--- src/rtl/rgb_seq_checker_phase_timer.sv ---
// rgb_phase_timer
// Run-length counter: restarts at 1 whenever the observed value changes and
// otherwise counts up, saturating at MAX_COUNT.
//   clk     : rising-edge clock.
//   reset_n : synchronous active-low reset, clears the count to 0.
//   restart : high when the current sample differs from the previous one.
//   count   : length of the current run, including the latest sample.
module rgb_phase_timer #(
  parameter int MAX_COUNT = 11,
  parameter int WIDTH     = $clog2(MAX_COUNT + 1)
) (
  input  logic             clk,
  input  logic             reset_n,
  input  logic             restart,
  output logic [WIDTH-1:0] count
);

  // Saturation keeps a stuck colour from wrapping back into the legal range.
  always_ff @(posedge clk) begin
    if (!reset_n) begin
      count <= '0;
    end else if (restart) begin
      count <= WIDTH'(1);
    end else if (count != WIDTH'(MAX_COUNT)) begin
      count <= count + 1'b1;
    end
  end

endmodule

--- config.mk ---
export PLATFORM = sky130hd
export DESIGN_NAME = rgb_phase_timer
export DESIGN_NICKNAME = d
export VERILOG_FILES = /design/src/rtl/rgb_seq_checker_phase_timer.sv
export SDC_FILE = /design/constraint.sdc
export NUM_CORES = 1
export LEC_CHECK = 0
export BUFFER_PORTS_ARGS = -buffer_cell sky130_fd_sc_hd__buf_2
export CAP_MARGIN = 5
export CORE_AREA = 2 2 39 41
export DETAILED_ROUTE_END_ITERATION = 12
export DIE_AREA = 0 0 41 43
export GPL_TIMING_DRIVEN = 0
export PLACE_DENSITY = 0.31
export RECOVER_POWER = 100
export REMOVE_ABC_BUFFERS = 1
export SLEW_MARGIN = 10
export SYNTH_ARGS = -nofsm -noshare
export SYNTH_HDL_FRONTEND = slang
export SYNTH_SLANG_ARGS = --single-unit
--- constraint.sdc ---
create_clock -name clk -period 2.2 [get_ports clk]
set_input_delay 0.11 -clock clk [delete_from_list [all_inputs] [get_ports clk]]
set_output_delay 0.11 -clock clk [all_outputs]
set_load 0.05 [all_outputs]
==> results of run 1 <==
-- layer usage --
layer | vias up | global-route usage, %
met1 | 70 | 4.49
met4 | 0 | 8.00
met5 | - | 0
met3 | 0 | 3.14
li1 | 79 | -
met2 | 3 | 6.88
-- power by group --
part / switching (mW) / internal (mW) / total (mW)
logic: 0.0142 / 0.00638 / 0.0206
clock network: 0.0278 / 0.0609 / 0.0887
registers: 0.00278 / 0.0756 / 0.0783
total: 0.0448 / 0.143 / 0.188
-- stage by stage --
stage	setup slack [ns]	total power [mW]	utilization (%)	area (um2)	hold WS, ns
finish	0.978	0.188	17.7	245	0.100
CTS	1.04	0.194	18.7	259	0.0892
global route	0.942	0.196	17.7	245	0.108
floorplan	0.697	0.0951	-	186	0.228
global placement	1.04	0.101	17.1	236	0.335
detailed placement	1.05	0.101	17.1	236	0.332
-- layout by cell type, fill, tap and decap left out --
| cell | Yosys | routed |
|---|---|---|
| nand3_1 | 1 | 1 |
| dfxtp_1 | 4 | 4 |
| clkbuf_1 | 0 | 4 |
| nand3b_2 | 0 | 1 |
| buf_2 | 0 | 2 |
| xor2_1 | 2 | 2 |
| o21a_1 | 1 | 1 |
| a21oi_1 | 1 | 1 |
| ha_1 | 1 | 1 |
| mux2i_1 | 1 | 1 |
| inv_1 | 1 | 1 |
| nor2_1 | 3 | 3 |
| nand2b_1 | 1 | 1 |
| nor3b_1 | 1 | 1 |
| clkbuf_4 | 0 | 3 |
-- area by class of cell --
cell class	count	area, um2	area share (%)
multi-input cells	13	93.8	38.3
flip-flops and latches	4	80.1	32.7
repair buffers	6	25.0	10.2
clock buffers	3	22.5	9.18
well taps	16	20.0	8.16
inverters	1	3.75	1.53
-- cells by family after synthesis --
kind of cell / synth area share [%]
buf+inv: 2.01
fa+ha+maj: 6.71
simple gates: 26.8
flops: 43.0
xor+xnor: 9.40
mux: 5.37
compound gates: 6.71
-- path summary, 6_finish.rpt --
path	to	slack, ns
min	count[0]	0.10
max	count[3]	0.98
max reg2reg	count[0]	1.05
min reg2reg	count[1]	0.55
==> results.toml, run 1 <==
[run_status]
status = "finished clean"

[sta]
totalNegativeSetupSlack_ns = 0
fmax_ghz = 0.818
slew_headroom_pct = 60.6
hold_viol_final = 0
tightestPinTransition_ns = 0.593
post-route-min-period_ns = 1.22
setup_viol = 0
fin_skew_ns = 0.00340
period_share_pct = 55.5
rsz0062_at_grt = "no"
finalMaxSlewViolations = 0

[finish]
largest_registers = "count: 4 flops"
final_nets = 33
largest_register_ffs = 4
diodes = 0
fillers = 160
synthToLayoutAreaGrowth_pct = 31.5
drive_gt1_share_pct = 22.2
fin_cells = 43
largest-register = "count"

[place]
routabilityCongestion = 0.591
dp.cells = 40
io_buffers = 6

[clock_network]
clk_pin_slew_ns = 0.04
cts_root_buf = "clkbuf_4"
holdBufCountCts = 0
cts_inserted_buffers = 3
cts-resized-gates = 0
clockBufferDepth = 2
cts_setup_buffers = 0
cts_tree = "yes"
cts.sinks = 4
insertion_delay_ns = 0.23
cts_max_level = 1

[die]
core_area_mm2 = 0.00138
die_h_um = 43
num_rows = 14
ioPinCount = 7
start_util_pct = 13.5
dieArea_mm2 = 0.00176
die_w_um = 41

[setup_path]
path_max_fanout = 4
cp.depth = 1
ff2ff_path_depth = 4
critPathLaunch = "count[3]"
crit_arrival_ns = 1.11
start_kind = "register"
worstPathRequired_ns = 2.09
end_kind = "output pin"
cp_top_family = "buffers and inverters"
crit_path_max_incr_delay_ns = 0.49
r2r-start = "count[0]"
cp.buffers_inverters = 1
worstPathCellList = "clkbuf_1"
critical_path.slowest_cell = "clkbuf_1"
worstSetupPathType = "reg2out"

[global_route]
gr-total-overflow = 0
grt_pass1_wl_um = 565
grt_pass1_vias = 166
grt_max_degree = 6
grt_use_total_pct = 5.42
antenna_found_initial = 0

[yosys]
yosys.area.top_type = "dfxtp_1"
mappedNetlistArea_um2 = 186
async_flop_share_pct = 0
synth_common_cells = "dfxtp_1, nor2_1, xor2_1"
syn_avg_cell_area_um2 = 10.4
synthTopCellsByArea = "dfxtp_1, nand3b_4, xor2_1"
synth_edf_count = 0
yosysUniqueCellTypes = 12
ys_seq_area_share_pct = 43.0
synthCells = 18
ys_ff_latch = 4
yosys_warnings = 0
synth_ff_type = "dfxtp_1"
synth_top_area_share_pct = 43.0
yosysMostFrequentCell = "dfxtp_1"

[drt]
wire_per_inst_um = 8.00
routed_wl_um = 344
drc = 0
wl_met3_um = 34
met1_length_um = 144
topRoutingLayerUsed = "met3"
drt_iter0_drc = 1
vias = 152
vias_per_cell = 3.53
firstDrtPassIters = 3
postRouteAntennaNets = 0
wl_met2_um = 165

[min_path]
min-delay-start = "restart"
hp-class = "in2reg"
hold_path_depth = 2

[pwr]
vdd_drop_max_v = 0.000170
pwr_density_cell_mw_per_mm2 = 765
p_leak_nw = 0.101

[job]
cap_violations = 0
No activity file was read; power rests on OpenSTA's default activity.
==> inputs of run 2 (changes only) <==
clock period = 1.26 ns   (was 2.2 ns; I/O delays follow)
==> run 2 against run 1 <==
Sequential cell count unchanged. Sequential power increased by 75%. First-iteration DRC count is the same. Die area unchanged. Clock skew unchanged. Combinational power grew 82%.
==> results.toml, run 2 (synthesized netlist as in run 1, its figures left out) <==
[finish]
largest-register = "count"
largest_register_ffs = 4
final_cell_mix = "dfxtp_1, clkbuf_2, nor2_1, clkbuf_4"
diodes = 0
final_nets = 33
largest_registers = "count: 4 flops"
synthToLayoutAreaGrowth_pct = 38.9
fin_cells = 43
drive_gt1_share_pct = 37.0

[global_route]
grt_use_total_pct = 5.42
antenna_found_initial = 0
grt_pass1_wl_um = 565
gr-total-overflow = 0
grt_pass1_vias = 166
grt_max_degree = 6

[clock_network]
clk_pin_slew_ns = 0.04
cts_max_level = 1
insertion_delay_ns = 0.23
holdBufCountCts = 0
cts_tree = "yes"
cts.sinks = 4
cts_inserted_buffers = 3
cts-resized-gates = 0
clockBufferDepth = 2
cts_setup_buffers = 0
cts_root_buf = "clkbuf_4"

[sta]
post-route-min-period_ns = 1.15
setup_viol = 0
tightestPinTransition_ns = 0.276
slew_headroom_pct = 81.6
hold_viol_final = 0
finalMaxSlewViolations = 0
setup_slack_ns = 0.107
rsz0062_at_grt = "no"
fin_skew_ns = 0.00340
hold_ws_ns = 0.0533
fmax_ghz = 0.867
period_share_pct = 91.5

[die]
core_area_mm2 = 0.00138
die_w_um = 41
num_rows = 14
start_util_pct = 13.5
die_h_um = 43
ioPinCount = 7
dieArea_mm2 = 0.00176

[min_path]
hold_path_depth = 2
min-delay-start = "restart"
hold_end = "count[0]"
hp-class = "in2reg"

[pwr]
p_leak_nw = 0.150
pwr_density_cell_mw_per_mm2 = 1270
vdd_drop_max_v = 0.000297

[run_status]
status = "finished clean"

[setup_path]
r2r-start = "count[0]"
r2r_slack_ns = 0.11
worstPathRequired_ns = 1.39
crit_arrival_ns = 1.28
worstSetupPathType = "reg2reg"
critPathLaunch = "count[0]"
path_max_fanout = 4
ff2ff_path_depth = 4
r2r_end = "count[0]"
end_kind = "register"
start_kind = "register"

[place]
dpl_worst_slack_ns = 0.106
io_buffers = 6
dp.cells = 40
routabilityCongestion = 0.591

[drt]
postRouteAntennaNets = 0
vias = 152
routed_wl_um = 336
firstDrtPassIters = 3
drc = 0
wire_per_inst_um = 7.81
vias_per_cell = 3.53
drt_iter0_drc = 1

[job]
cap_violations = 0
## run 2: changes by cell type in the layout (fill, tap and decap cells not counted)
cell	before	now
clkbuf_1	4	0
nand3b_4	0	1
nand3b_2	1	0
clkbuf_2	0	4
## run 2: critical path: stages, from the launching register on
cell and delay [ns]:
dfxtp_1 0.38, ha_1 0.25, nand3b_4 0.10, xor2_1 0.15, o21a_1 0.16
## run 2: area by class of cell
cell class / count / area [um2]
clock buffer: 3 / 22.5
inverter: 1 / 3.75
timing repair buffer: 6 / 30.0
multi-input combinational: 13 / 103
sequential: 4 / 80.1
tap: 16 / 20.0
fill: 158 / 1120
## run 2: how the worst max path moves through the flow
stage	cells past startpoint	end	slack, ns
final	4	count[0]	0.11
after global routing	4	count[0]	0.02
after CTS	4	count[0]	0.1
after detailed placement	4	count[0]	0.11
after global placement	4	count[0]	0.10
after floorplan	4	count[0]	-0.24
## run 2: metrics by stage
| stage | setup TNS (ns) | power [mW] | instance area (um2) | utilization (%) |
|---|---|---|---|---|
| after floorplan | -0.459 | 0.166 | 186 | - |
| after global placement | 0 | 0.177 | 236 | 17.1 |
| after detailed placement | 0 | 0.177 | 236 | 17.1 |
| after CTS | 0 | 0.338 | 259 | 18.7 |
| after global routing | 0 | 0.343 | 259 | 18.7 |
| final | 0 | 0.329 | 259 | 18.7 |
## run 2: metal layers
metal	track usage (%)	vias up	part of all wire [%]
li1	-	79	-
met1	4.49	70	41
met2	6.88	3	49
met3	3.14	0	9.2
met4	8.00	0	0
met5	0	-	0
## run 2: power breakdown
group | switching, mW | internal, mW
registers | 0.00490 | 0.132
clock network | 0.0485 | 0.106
logic | 0.0250 | 0.0125
